[config.mk]
export PLATFORM = sky130hd
export DESIGN_NAME = umi2axilite
export DESIGN_NICKNAME = d
export VERILOG_FILES = /design/src/rtl/umi2axilite.sv
export SDC_FILE = /design/constraint.sdc
export NUM_CORES = 1
export LEC_CHECK = 0
export ABC_AREA = 1
export BUFFER_PORTS_ARGS = -buffer_cell sky130_fd_sc_hd__buf_2
export CORE_AREA = 2 2 210 212
export CTS_CLUSTER_DIAMETER = 50
export DETAILED_ROUTE_END_ITERATION = 10
export DIE_AREA = 0 0 212 214
export GPL_ROUTABILITY_DRIVEN = 0
export HOLD_SLACK_MARGIN = 0.05
export PLACE_DENSITY = 0.67
export SLEW_MARGIN = 10
export SYNTH_ARGS = -nofsm -noshare
export SYNTH_HDL_FRONTEND = slang
export SYNTH_SLANG_ARGS = --single-unit
export TNS_END_PERCENT = 30
[constraint.sdc]
create_clock -name clk -period 1.58 [get_ports clk]
set_input_delay 0.237 -clock clk [delete_from_list [all_inputs] [get_ports clk]]
set_output_delay 0.237 -clock clk [all_outputs]
set_load 0.02 [all_outputs]
[src/rtl/umi2axilite.sv]
// UMI device-side endpoint: replays single-word UMI read/write/posted requests
// as AXI-Lite master transactions and returns the matching UMI response.
module umi2axilite #(
   parameter int DW = 32,
   parameter int AW = 64,
   parameter int CW = 32
) (
   input  logic          clk,
   input  logic          nreset,
   input  logic          udev_req_valid,
   output logic          udev_req_ready,
   input  logic [CW-1:0] udev_req_cmd,
   input  logic [AW-1:0] udev_req_dstaddr,
   input  logic [AW-1:0] udev_req_srcaddr,
   input  logic [DW-1:0] udev_req_data,
   output logic          udev_resp_valid,
   input  logic          udev_resp_ready,
   output logic [CW-1:0] udev_resp_cmd,
   output logic [AW-1:0] udev_resp_dstaddr,
   output logic [AW-1:0] udev_resp_srcaddr,
   output logic [DW-1:0] udev_resp_data,
   output logic          axi_awvalid,
   input  logic          axi_awready,
   output logic [31:0]   axi_awaddr,
   output logic [2:0]    axi_awprot,
   output logic          axi_wvalid,
   input  logic          axi_wready,
   output logic [31:0]   axi_wdata,
   output logic [3:0]    axi_wstrb,
   input  logic          axi_bvalid,
   output logic          axi_bready,
   input  logic [1:0]    axi_bresp,
   output logic          axi_arvalid,
   input  logic          axi_arready,
   output logic [31:0]   axi_araddr,
   output logic [2:0]    axi_arprot,
   input  logic          axi_rvalid,
   output logic          axi_rready,
   input  logic [31:0]   axi_rdata,
   input  logic [1:0]    axi_rresp
);

   typedef enum logic [2:0] {IDLE, WRITE, WRESP, READ, RDATA, RESP} state_t;

   localparam logic [4:0] REQ_READ   = 5'h01;
   localparam logic [4:0] REQ_WRITE  = 5'h03;
   localparam logic [4:0] REQ_POSTED = 5'h05;
   localparam logic [4:0] RESP_READ  = 5'h02;
   localparam logic [4:0] RESP_WRITE = 5'h04;
   localparam logic [1:0] DECERR     = 2'b11;

   function automatic logic [3:0] strb_of(input logic [2:0] size, input logic [1:0] a);
      case (size)
         3'd0:    strb_of = 4'b0001 << a;
         3'd1:    strb_of = 4'b0011 << a;
         default: strb_of = 4'hF;
      endcase
   endfunction

   // Align the addressed byte lane down to bit 0 and clear bytes beyond the request size.
   function automatic logic [31:0] rdata_of(input logic [31:0] d, input logic [2:0] size,
                                             input logic [1:0] a);
      logic [31:0] s;
      s = d >> {a, 3'b000};
      case (size)
         3'd0:    rdata_of = {24'h000000, s[7:0]};
         3'd1:    rdata_of = {16'h0000, s[15:0]};
         default: rdata_of = s;
      endcase
   endfunction

   function automatic logic [CW-1:0] resp_cmd_of(input logic is_read, input logic [2:0] size,
                                                  input logic [7:0] len, input logic [1:0] err);
      logic [CW-1:0] c;
      c        = '0;
      c[4:0]   = is_read ? RESP_READ : RESP_WRITE;
      c[7:5]   = size;
      c[15:8]  = len;
      c[22]    = 1'b1;
      c[26:25] = err;
      return c;
   endfunction

   state_t      state_r;
   logic [2:0]  size_r;
   logic [7:0]  len_r;
   logic [1:0]  lsb_r;
   logic        posted_r;

   logic [4:0]  req_op_s;
   logic [2:0]  req_size_s;
   logic [7:0]  req_len_s;
   logic        req_ok_s;
   logic        accept_s;
   logic        unused_s;

   assign req_op_s   = udev_req_cmd[4:0];
   assign req_size_s = udev_req_cmd[7:5];
   assign req_len_s  = udev_req_cmd[15:8];
   assign req_ok_s   = (req_len_s == 8'd0) && (req_size_s <= 3'd2);
   assign accept_s   = udev_req_valid && udev_req_ready;
   assign unused_s   = ^{udev_req_cmd[CW-1:16], udev_req_data};

   // Request/response sequencer; all handshake and payload outputs are registered here.
   always_ff @(posedge clk or negedge nreset) begin
      if (!nreset) begin
         state_r           <= IDLE;
         size_r            <= 3'd0;
         len_r             <= 8'd0;
         lsb_r             <= 2'd0;
         posted_r          <= 1'b0;
         udev_req_ready    <= 1'b0;
         udev_resp_valid   <= 1'b0;
         udev_resp_cmd     <= '0;
         udev_resp_dstaddr <= '0;
         udev_resp_srcaddr <= '0;
         udev_resp_data    <= '0;
         axi_awvalid       <= 1'b0;
         axi_awaddr        <= 32'd0;
         axi_awprot        <= 3'd0;
         axi_wvalid        <= 1'b0;
         axi_wdata         <= 32'd0;
         axi_wstrb         <= 4'd0;
         axi_bready        <= 1'b0;
         axi_arvalid       <= 1'b0;
         axi_araddr        <= 32'd0;
         axi_arprot        <= 3'd0;
         axi_rready        <= 1'b0;
      end else begin
         case (state_r)
            IDLE: begin
               udev_req_ready <= 1'b1;
               if (accept_s) begin
                  size_r   <= req_size_s;
                  len_r    <= req_len_s;
                  lsb_r    <= udev_req_dstaddr[1:0];
                  posted_r <= (req_op_s == REQ_POSTED);
                  case (req_op_s)
                     REQ_WRITE, REQ_POSTED: begin
                        if (req_ok_s) begin
                           udev_req_ready    <= 1'b0;
                           udev_resp_dstaddr <= udev_req_srcaddr;
                           udev_resp_srcaddr <= udev_req_dstaddr;
                           axi_awvalid       <= 1'b1;
                           axi_awaddr        <= udev_req_dstaddr[31:0];
                           axi_awprot        <= 3'd0;
                           axi_wvalid        <= 1'b1;
                           axi_wdata         <= udev_req_data[31:0] << {udev_req_dstaddr[1:0], 3'b000};
                           axi_wstrb         <= strb_of(req_size_s, udev_req_dstaddr[1:0]);
                           state_r           <= WRITE;
                        end else if (req_op_s == REQ_WRITE) begin
                           udev_req_ready    <= 1'b0;
                           udev_resp_dstaddr <= udev_req_srcaddr;
                           udev_resp_srcaddr <= udev_req_dstaddr;
                           udev_resp_valid   <= 1'b1;
                           udev_resp_cmd     <= resp_cmd_of(1'b0, req_size_s, req_len_s, DECERR);
                           udev_resp_data    <= '0;
                           state_r           <= RESP;
                        end else begin
                           state_r <= IDLE;
                        end
                     end
                     REQ_READ: begin
                        udev_req_ready    <= 1'b0;
                        udev_resp_dstaddr <= udev_req_srcaddr;
                        udev_resp_srcaddr <= udev_req_dstaddr;
                        if (req_ok_s) begin
                           axi_arvalid <= 1'b1;
                           axi_araddr  <= udev_req_dstaddr[31:0];
                           axi_arprot  <= 3'd0;
                           state_r     <= READ;
                        end else begin
                           udev_resp_valid <= 1'b1;
                           udev_resp_cmd   <= resp_cmd_of(1'b1, req_size_s, req_len_s, DECERR);
                           udev_resp_data  <= '0;
                           state_r         <= RESP;
                        end
                     end
                     default: state_r <= IDLE;
                  endcase
               end
            end
            WRITE: begin
               if (axi_awvalid && axi_awready) axi_awvalid <= 1'b0;
               if (axi_wvalid && axi_wready) axi_wvalid <= 1'b0;
               if ((!axi_awvalid || axi_awready) && (!axi_wvalid || axi_wready)) begin
                  axi_bready <= 1'b1;
                  state_r    <= WRESP;
               end
            end
            WRESP: begin
               if (axi_bvalid) begin
                  axi_bready <= 1'b0;
                  if (posted_r) begin
                     udev_req_ready <= 1'b1;
                     state_r        <= IDLE;
                  end else begin
                     udev_resp_valid <= 1'b1;
                     udev_resp_cmd   <= resp_cmd_of(1'b0, size_r, len_r, axi_bresp);
                     udev_resp_data  <= '0;
                     state_r         <= RESP;
                  end
               end
            end
            READ: begin
               if (axi_arready) begin
                  axi_arvalid <= 1'b0;
                  axi_rready  <= 1'b1;
                  state_r     <= RDATA;
               end
            end
            RDATA: begin
               if (axi_rvalid) begin
                  axi_rready      <= 1'b0;
                  udev_resp_valid <= 1'b1;
                  udev_resp_cmd   <= resp_cmd_of(1'b1, size_r, len_r, axi_rresp);
                  udev_resp_data  <= DW'(rdata_of(axi_rdata, size_r, lsb_r));
                  state_r         <= RESP;
               end
            end
            RESP: begin
               if (udev_resp_ready) begin
                  udev_resp_valid <= 1'b0;
                  udev_req_ready  <= 1'b1;
                  state_r         <= IDLE;
               end
            end
            default: state_r <= IDLE;
         endcase
      end
   end

endmodule

==> summary.txt, run 1 <==
Power
  • Sequential share of power: between 30% and 40%
  • Combinational Power Share: 39.9%
  • Internal power: 20.4 mW
  • Power density cells: 1610 nW/um^2
  • Clock power share: 27.3%
  • Psw: ~13 mW
  • Leak Pwr: 11.4 nW
  • Switching portion of total power: 39.3%
  • Final Total Pwr: 33.6 mW
  • Worst VDD drop: between 800 and 900 uV

STA
  • Max Clock Freq: 0.560 GHz
  • Slew Viols, Final: 0
  • Final setup vio count: 267
  • Worst-margin pin slew: 0.541 ns
  • Unrepaired setup endpoints after global routing: true
  • Minimum clock period: 1.79 ns
  • Fin Clk Skew: 0.0287 ns
  • Hold Vio Cnt, Final: 0
  • Min Hold Slack: 0.0694 ns
  • Final worst slack: -0.207 ns
  • Worst slew margin: a little under two thirds
  • Fin crit share: 113%

Placed design
  • Final HPWL DP: roughly 33,000 um
  • DP Area: between 15,000 and 20,000 um^2
  • PortBufs: 503

Worst setup path
  • Worst Setup SP: state_r[1]
  • Setup CP Type: register to register
  • Crit. End Element: register
  • Reg-to-Reg Start: state_r[1]
  • Critical Path RT: between 2 and 2.5 ns
  • Crit path max fanout: 11
  • Worst Path Arrival: 2.21 ns
  • Startpoint Class: register

Global route
  • Initial antenna violation count: 4
  • First-pass GRT wire length: 75,500 um
  • Vias in the first global route: 14,100
  • Largest net degree at the start of global routing: 119
  • Grt total ovfl: 0
  • GR Util All Layers: between 20% and 30%

Clocking
  • Clk Latency, worst-skew pair: about 0.56 ns
  • Register clock-pin slew on the reported worst setup and hold paths: 0.06 ns
  • TritonCTS clock tree: built
  • CTS H-tree depth: 2
  • Clock root buffer: clkbuf_16
  • Num CTS Buffers: 41
  • Clk sink count: 300
  • Maximum buffer depth of the clock tree: 3

Die
  • Starting Density: 30.6%
  • Die span in y: roughly 210 um
  • Core Region: 42,900 um^2
  • Row cnt: 76
  • Die X: 212 um
  • I/O pins: 542
  • Die area: 45,400 um^2

Drt
  • Total number of vias: 14,100
  • DRC: 0
  • Wirelength, routed: 50,300 um
  • Iter 0 DRT Violations: 1,281
  • DR vias/cell: 4.82
  • Pre-antenna DRT Iters: 6
  • Antenna-violating nets left: 0
  • Routed length per instance: roughly 17 um

Final layout
  • Final instance area: roughly 21,000 um^2
  • NumNets Final: 2,546
  • Layout cells sized above 1: ~35%
  • Filler cell count: 3,861
  • P&R area growth vs syn: 58.7%
  • Post-layout util: between 40% and 50%

Synth
  • Top cells by area, synth: dfrtp_1, nand2_1, o21ai_0
  • Unique masters post-synth: 35
  • Post-Syn Area: 13,100 um^2
  • Syn_area_per_cell: 8.35 um^2
  • Post-Syn Instances: 1,573
  • Post-synth top area share: 57.1%
  • Sequential fraction of the synthesis area: a little under three fifths
  • Synth area leader: dfrtp_1
  • Synth Register Bits: 300
  • Ys Warns: 0

Run status
  • Status: finished with violations
  • Failing checks: setup timing

Min path
  • Min-delay src: udev_req_data[12]
  • Min-Delay Path Class: primary input to register

Job
  • MaxCap Viol Count: 0
## final timing paths
kind	slack (ns)	cells after the start	end
setup / recovery	-0.21	8	udev_resp_dstaddr[29]
hold / removal	0.07	3	axi_wdata[12]
setup reg to reg	-0.21	8	udev_resp_dstaddr[29]
hold reg to reg	0.46	2	udev_resp_dstaddr[41]
max in group asynchronous	0.70	3	axi_araddr[26]
min in group asynchronous	0.22	2	axi_araddr[4]
## power by group through the flow
stage	Combinational, mW	Clock, mW	Sequential [mW]
5_1_grt	14.5	9.65	11.2
4_1_cts	12.6	9.34	10.8
6_report	13.4	9.17	11.0
3_5_place_dp	11.7	0	10.9
3_3_place_gp	11.5	0	10.9
2_1_floorplan	4.87	0	13.0
## cells in the mapped netlist
cell,number
nand4_1,2
mux2i_1,8
nand3_1,174
a22o_1,8
o21ai_1,6
buf_1,6
nand3_2,1
nor3_2,2
inv_1,86
nor3_1,2
o21ai_2,1
conb_1,1
dfrtp_1,300
nand2_1,574
nand3b_1,1
nand4_2,1
a21oi_2,1
clkbuf_1,58
buf_4,25
o21a_1,2
nand2_2,3
a211oi_1,1
or2_2,1
o21ai_0,186
buf_6,1
nor3_4,1
o211ai_1,9
inv_2,4
nor2_1,47
nor2_2,4
a21oi_1,22
o22ai_1,2
buf_2,31
o31ai_1,1
clkinv_1,1
## cell families after synthesis
kind of cell / Yosys count / share of synthesized area [%]
compound gates: 239 / 9.66
buf+inv: 212 / 7.12
flops: 300 / 57.1
mux: 8 / 0.610
other cells: 1 / 0.0285
simple gates: 813 / 25.4
## state kept, by name, summed over array words and instances, names as in the netlist, 2 cells and up
register,flops
state_r,3
len_r,8
size_r,3
udev_resp_srcaddr,64
udev_resp_cmd,16
udev_resp_dstaddr,64
udev_resp_data,32
axi_araddr,32
lsb_r,2
axi_awaddr,32
axi_wstrb,4
axi_wdata,32
## placed cells by master (no fill, tap or decap), types with 45 or more instances in the layout
| cell | synthesis | final |
|---|---|---|
| inv_1 | 86 | 85 |
| buf_4 | 25 | 86 |
| clkbuf_16 | 0 | 51 |
| nand3_1 | 174 | 167 |
| nand2_1 | 574 | 507 |
| dfrtp_1 | 300 | 298 |
| buf_2 | 31 | 502 |
| nor2_1 | 47 | 45 |
| dlygate4sd3_1 | 0 | 155 |
| nand2_2 | 3 | 49 |
| o21ai_0 | 186 | 162 |
## metrics by stage
stage                     TNS, ns  worst slack, ns  instances
after floorplan             -3.08          -0.0656       1594
after global placement     -52.53           -0.253       2676
after detailed placement   -57.89           -0.279       2676
after CTS                  -21.58           -0.140       2914
after global routing       -50.49           -0.285       2925
final                      -24.71           -0.207       2928
## layer usage
metal  wire length [um]  GRT usage, %  share of wire (%)
met1              19400          25.3                 39
met3               4470          5.73                8.9
met5                 13             0              0.026
met4               2120          9.08                4.2
met2              24200          34.7                 48
## worst max-delay path, cell delays in order, from the launching register on
cell       delay, ns
dfrtp_2         0.48
buf_4           0.17
nor3_4          0.20
buf_6           0.17
nand2_8         0.09
buf_12          0.18
clkbuf_16       0.18
nand2_1         0.09
nand2_1         0.08
## layout make-up
class / instances / area, um^2 / area share, %
Sequential cell: 300 / 7510 / 36.0
Timing Repair Buffer: 793 / 5710 / 27.4
Multi-Input combinational cell: 1082 / 5200 / 24.9
Clock buffer: 56 / 1140 / 5.48
Tap cell: 585 / 732 / 3.51
Inverter: 91 / 342 / 1.64
Clock inverter: 17 / 199 / 0.954
Antenna cell: 4 / 10.0 / 0.0480
## what timing repair did
action | 4_1_cts | 5_1_grt
hold buffers | 155 | 0
gates resized for setup | 34 | 122
setup buffers | 5 | 1
pin swaps | 2 | 7
gates cloned | 5 | 10
setup endpoints to repair | 292 | 297
endpoints found under the hold margin | 462 | 0
Power figures use the tool's default switching activity.
==> run 2: changes to the inputs <==
- CORE_AREA: 2 2 210 212 -> 2 2 214 216
- DIE_AREA: 0 0 212 214 -> 0 0 216 218
- PLACE_DENSITY: 0.67 -> 0.63
- clock period: 1.58 -> 2 ns (I/O delays scaled with it)
==> run 2 against run 1 <==
The flow now finishes without violations; utilization shrank 5.4 points; design area is 6.9% lower; sequential power is 22% lower; fmax shrank 5.9%; total power down 26%; first-iteration DRC count shrank 16%; clock skew decreased by 0.0096 ns; critical path type unchanged; critical endpoint is now axi_araddr[14].
==> summary.txt, run 2 (synthesis gave the netlist of run 1 again) <==
Die
  • Die span in y: 218 um (+1.9%)
  • Core Region: 44,900 um^2 (+4.7%)
  • Die X: 216 um (+1.9%)
  • I/O pins: 542 (unchanged)
  • Row cnt: 78 (+2.6%)
  • Starting Density: 29.3% (-1.4 points)
  • Die area: 47,100 um^2 (+3.8%)

Worst setup path
  • Startpoint Class: register
  • Setup CP Type: register to register
  • Critical Path RT: 2.41 ns (+0.40 ns)
  • Crit path max fanout: 65 (+54)
  • Worst R2R End: axi_araddr[14]
  • R2R depth: 8 (unchanged)
  • Worst Path Arrival: 2.31 ns (+0.10 ns)
  • Crit. End Element: register
  • Reg-to-reg setup timing slack: 0.10 ns (+0.31 ns)
  • Reg-to-Reg Start: state_r[0]

Global route
  • Largest net degree at the start of global routing: 78 (-34%)
  • Initial antenna violation count: 3 (-1)
  • Grt total ovfl: 0 (unchanged)
  • GR Util All Layers: 18.9% (-2.0 points)
  • Vias in the first global route: 13,200 (-6.5%)
  • First-pass GRT wire length: 71,200 um (-5.6%)

STA
  • Final setup vio count: 0 (-100%)
  • Final worst slack: 0.100 ns (+0.307 ns)
  • Max Clock Freq: 0.526 GHz (-5.9%)
  • Worst slew margin: 19.6% (-44 points)
  • Fin crit share: 95.0% (-18 points)
  • Slew Viols, Final: 0 (unchanged)
  • Min Hold Slack: 0.0736 ns (+0.00425 ns)
  • Minimum clock period: 1.90 ns (+0.113 ns)
  • Hold Vio Cnt, Final: 0 (unchanged)
  • Fin Clk Skew: 0.0191 ns (-0.00961 ns)
  • Worst-margin pin slew: 1.20 ns (+0.655 ns)
  • Fin Setup TNS: 0 ns (+24.71 ns)

Drt
  • Pre-antenna DRT Iters: 5 (-1)
  • Sum of routed wire segments on met1: 18,900 um (-2.8%)
  • Top sig layer: met5
  • Total number of vias: 13,400 (-4.8%)
  • Antenna-violating nets left: 0 (unchanged)
  • Iter 0 DRT Violations: 1,081 (-16%)
  • DRC: 0 (unchanged)
  • Routed wl met2: 22,200 um (-8.5%)
  • DR vias/cell: 4.71 (-2.3%)
  • DR WL met3: 3850 um (-14%)
  • Wirelength, routed: 46,300 um (-7.9%)
  • Routed length per instance: 16.2 um (-5.5%)

Placed design
  • Post-Place Setup Slack: -0.0407 ns (+0.238 ns)
  • Placed insts: 2,635 (-1.5%)
  • PortBufs: 503 (unchanged)
  • Final HPWL DP: 32,500 um (-1.6%)
  • DP Area: 16,600 um^2 (-3.0%)

Clocking
  • CTS H-tree depth: 2 (unchanged)
  • Maximum buffer depth of the clock tree: 3 (unchanged)
  • Num CTS Buffers: 41 (unchanged)
  • TritonCTS clock tree: built
  • Register clock-pin slew on the reported worst setup and hold paths: 0.06 ns (about the same)
  • Clock root buffer: clkbuf_16
  • Clk sink count: 300 (unchanged)
  • Clk Latency, worst-skew pair: 0.55 ns (about the same)

Power
  • Leak Pwr: 10.8 nW (-5.4%)
  • Worst VDD drop: 830 uV (-4.2%)
  • Power density cells: 1290 nW/um^2 (-20%)

Run status
  • Status: finished, final reports clean

Min path
  • Worst Hold End: axi_araddr[26]
  • Hold depth: 3 (unchanged)
  • Min-Delay Path Class: primary input to register
  • Min-delay src: udev_req_dstaddr[26]

Final layout
  • Final instance area: 19,400 um^2 (-6.9%)
  • Commonest cells after routing, fill and taps aside: nand2_1, buf_2, dfrtp_1
  • NumNets Final: 2,456 (-3.5%)
  • P&R area growth vs syn: 47.7%
  • Commonest non-fill, non-tap cell in the layout: nand2_1
  • Non-filler cells, final: 2,852 (-2.6%)
  • Layout cells sized above 1: 29.1% (-5.5 points)
  • Top flop regs: udev_resp_dstaddr (64), udev_resp_srcaddr (64)

Job
  • MaxCap Viol Count: 0 (unchanged)
[run 2: changes by cell type in the layout (fill, tap and decap cells not counted), sizes merged]
cell,delta
buf,-63
dlygate4sd3,-16
clkbuf,-9
clkinvlp,-5
clkinv,+3
inv,+3
diode,-2
bufbuf,-1
bufinv,-1
[run 2: metrics by stage]
stage / util, % / power, mW
6_report: 43.2 / 25.0
5_1_grt: 43.2 / 26.4
4_1_cts: 43.1 / 25.1
3_5_place_dp: 36.9 / 17.3
3_3_place_gp: 36.9 / 17.1
2_1_floorplan: - / 13.9
[run 2: area by class of cell]
type / instances / area, um^2
inverter: 91 / 342
fill: 4376 / 25500
timing repair buffer: 703 / 4570
antenna: 2 / 5.00
tap: 600 / 751
sequential: 300 / 7510
clock inverter: 17 / 178
multi-input combinational: 1082 / 4830
clock buffer: 57 / 1220
[run 2: how the worst max path moves through the flow]
stage,start,to,slack [ns]
floorplan,udev_req_ready,udev_resp_dstaddr[32],0.26
global placement,udev_req_cmd[4],udev_resp_cmd[12],-0.002
detailed placement,udev_req_cmd[3],udev_resp_cmd[9],-0.04
CTS,state_r[0],axi_araddr[13],0.004
global route,udev_req_cmd[15],udev_resp_srcaddr[3],-0.03
finish,state_r[0],axi_araddr[14],0.10
[run 2: report_power, final]
group          total, mW  leakage, nW  switching, mW  internal [mW]
Clock               7.41        0.696           2.84           4.56
Combinational       8.97         6.09           5.97           3.00
Sequential          8.58         3.99          0.937           7.65
Total               25.0         10.8           9.75           15.2
[run 2: routing by layer]
| metal | GRT usage [%] | up-vias |
|---|---|---|
| met5 | 0 | - |
| met4 | 6.89 | 2 |
| met3 | 5.26 | 104 |
| met2 | 31.4 | 636 |
| met1 | 23.5 | 6361 |
| li1 | - | 6321 |
[run 2: timing repair]
item	in CTS	in global routing
hold buffers	139	0
hold endpoints to repair	256	0
endpoints found under the setup margin	3	216
resized for setup	2	11
setup buffers	0	2
pin swaps	0	2
[run 2: critical path: stages, from the launching register on]
cell,delay (ns)
dfrtp_1,0.48
nor2_4,0.17
inv_2,0.08
nor2_4,0.16
buf_4,0.18
nand4_1,0.20
buf_12,0.24
nand2_1,0.11
o21ai_0,0.09
==> run 3: changes to the inputs <==
- CTS_BUF_LIST: unset -> sky130_fd_sc_hd__clkbuf_8
==> run 3 against run 2 <==
Worst setup slack improved by 0.015 ns; non-clock buffer count rose by 32; register-to-register slack improved by 0.02 ns; routed wire length rose by 0.79%.
==> summary.txt, run 3 (synthesis gave the netlist of run 1 again) <==
Die
  • I/O pins: 542 (unchanged)
  • Core Region: 44,900 um^2 (unchanged)
  • Die X: 216 um (unchanged)
  • Die span in y: 218 um (unchanged)
  • Row cnt: 78 (unchanged)
  • Die area: 47,100 um^2 (unchanged)
  • Starting Density: 29.3% (unchanged)

STA
  • Fin crit share: 94.2% (-0.76 points)
  • Worst slew margin: 18.6% (-0.98 points)
  • Fin Clk Skew: 0.0117 ns (-0.00741 ns)
  • Minimum clock period: 1.88 ns (-0.0152 ns)
  • Slew Viols, Final: 0 (unchanged)
  • Final setup vio count: 0 (unchanged)
  • Hold Vio Cnt, Final: 0 (unchanged)
  • Final worst slack: 0.115 ns (+0.0152 ns)
  • Unrepaired setup endpoints after global routing: true
  • Max Clock Freq: 0.531 GHz (+0.81%)
  • Worst-margin pin slew: 1.21 ns (+0.0146 ns)

Final layout
  • Commonest non-fill, non-tap cell in the layout: nand2_1
  • Filler cell count: 4,386 (+0.23%)
  • Non-filler cells, final: 2,902 (+1.8%)
  • NumNets Final: 2,500 (+1.8%)
  • P&R area growth vs syn: 47.7% (about the same)
  • Top flop regs: udev_resp_dstaddr (64), udev_resp_srcaddr (64)
  • Layout cells sized above 1: 28.8% (-0.27 points)
  • Post-layout util: 43.2% (about the same)
  • Commonest cells after routing, fill and taps aside: nand2_1, buf_2, dfrtp_1
  • Final instance area: 19,400 um^2 (about the same)

Clocking
  • Clk sink count: 300 (unchanged)
  • CTS H-tree depth: 2 (unchanged)
  • Num CTS Buffers: 53 (+29%)
  • Clock root buffer: clkbuf_8
  • TritonCTS clock tree: built
  • Register clock-pin slew on the reported worst setup and hold paths: 0.06 ns (about the same)
  • Maximum buffer depth of the clock tree: 3 (unchanged)
  • Clk Latency, worst-skew pair: 0.61 ns (+0.06 ns)

Worst setup path
  • Crit path max fanout: 65 (unchanged)
  • Crit. End Element: register
  • Worst Path Arrival: 2.36 ns (+0.05 ns)
  • Startpoint Class: register
  • Setup CP Type: register to register
  • R2R depth: 8 (unchanged)
  • Critical Path RT: 2.48 ns (+0.07 ns)

Drt
  • Pre-antenna DRT Iters: 5 (unchanged)
  • DR vias/cell: 4.69 (-0.26%)
  • Wirelength, routed: 46,700 um (+0.79%)
  • DRC: 0 (unchanged)
  • Total number of vias: 13,600 (+1.5%)
  • Routed length per instance: 16.1 um (-0.95%)
  • Iter 0 DRT Violations: 977 (-9.6%)
  • Antenna-violating nets left: 0 (unchanged)

Placed design
  • Post-Place Setup Slack: -0.0407 ns (unchanged)
  • DP Area: 16,600 um^2 (unchanged)
  • PortBufs: 503 (unchanged)
  • Final HPWL DP: 32,500 um (unchanged)
  • Placed insts: 2,635 (unchanged)

Global route
  • GR Util met2: 31.6% (+0.18 points)
  • GR Util All Layers: 19.1% (+0.21 points)
  • Initial antenna violation count: 4 (+1)
  • Vias in the first global route: 13,500 (+2.1%)
  • M3 GR Usage: 5.82% (+0.56 points)
  • Largest net degree at the start of global routing: 78 (unchanged)
  • Top Usage Layer GRT: met2
  • Grt total ovfl: 0 (unchanged)
  • Met1 usage: 23.7% (+0.18 points)
  • First-pass GRT wire length: 72,000 um (+1.2%)

Min path
  • Hold depth: 5 (+2)
  • Min-Delay Path Class: primary input to register

Run status
  • Status: finished, final reports clean

Power
  • Power density cells: 1210 nW/um^2 (-6.1%)
  • Worst VDD drop: 863 uV (+4.0%)
  • Leak Pwr: 10.8 nW (+0.32%)

Job
  • MaxCap Viol Count: 0 (unchanged)
-- run 3: cell count changes in the layout (fill, tap and decap cells not counted), moves of 4 or more --
cell / before / now
clkbuf_1: 5 / 0
clkbuf_16: 43 / 0
clkbuf_8: 9 / 67
dlygate4sd3_1: 139 / 172
inv_1: 86 / 97
inv_6: 6 / 2
o21ai_0: 182 / 186
o21ai_1: 10 / 6
-- run 3: final cells by class --
| class | count | area (um^2) | share of cell area (%) |
|---|---|---|---|
| Multi-Input combinational cell | 1082 | 4830 | 24.9 |
| Antenna cell | 3 | 7.51 | 0.0387 |
| Clock inverter | 24 | 171 | 0.883 |
| Tap cell | 600 | 751 | 3.87 |
| Inverter | 91 | 342 | 1.76 |
| Timing Repair Buffer | 735 | 4880 | 25.2 |
| Clock buffer | 67 | 922 | 4.75 |
| Sequential cell | 300 | 7510 | 38.7 |
-- run 3: what timing repair did --
item,CTS,global route
resized for setup,1,4
pin swaps,0,1
hold endpoints to repair,535,0
hold buffers,172,0
buffers inserted,0,1
setup endpoints to repair,1,140
-- run 3: power by group --
part	internal (mW)	leakage, nW	total, mW	switching (mW)
Clock	3.26	0.602	5.86	2.60
Sequential	7.65	3.99	8.58	0.937
Combinational	3.04	6.22	9.01	5.98
-- run 3: metrics by stage --
step	hold slack [ns]	setup TNS, ns	total power [mW]
global route	0.0791	-0.0184	24.9
detailed placement	0.252	-0.998	17.3
floorplan	0.00441	0	13.9
finish	0.113	0	23.5
CTS	0.0528	0	23.6
global placement	0.249	-0.0136	17.1
-- run 3: worst max-delay path, cell delays in order, from the launching register on --
cell and delay, ns:
dfrtp_1 0.48, nor2_4 0.17, inv_2 0.08, nor2_4 0.15, buf_4 0.18, nand4_1 0.18
buf_12 0.23, nand2_1 0.11, o21ai_0 0.09
-- run 3: per-layer routing --
| metal | wire [um] | share of wire (%) | vias to the layer above |
|---|---|---|---|
| met5 | 11 | 0.024 | - |
| met4 | 1520 | 3.3 | 2 |
| met3 | 3980 | 8.5 | 124 |
| met2 | 22200 | 48 | 662 |
| met1 | 19000 | 41 | 6431 |
| li1 | - | - | 6405 |
-- run 3: worst paths after layout --
kind	end	startpoint	slack [ns]
min in group asynchronous	axi_araddr[31]	nreset	0.17
min reg2reg	udev_resp_srcaddr[63]	udev_resp_srcaddr[63]	0.46
max in group asynchronous	udev_resp_dstaddr[34]	nreset	1.07
max reg2reg	axi_araddr[13]	state_r[0]	0.12
min	udev_resp_data[28]	axi_rdata[28]	0.11
max	axi_araddr[13]	state_r[0]	0.12
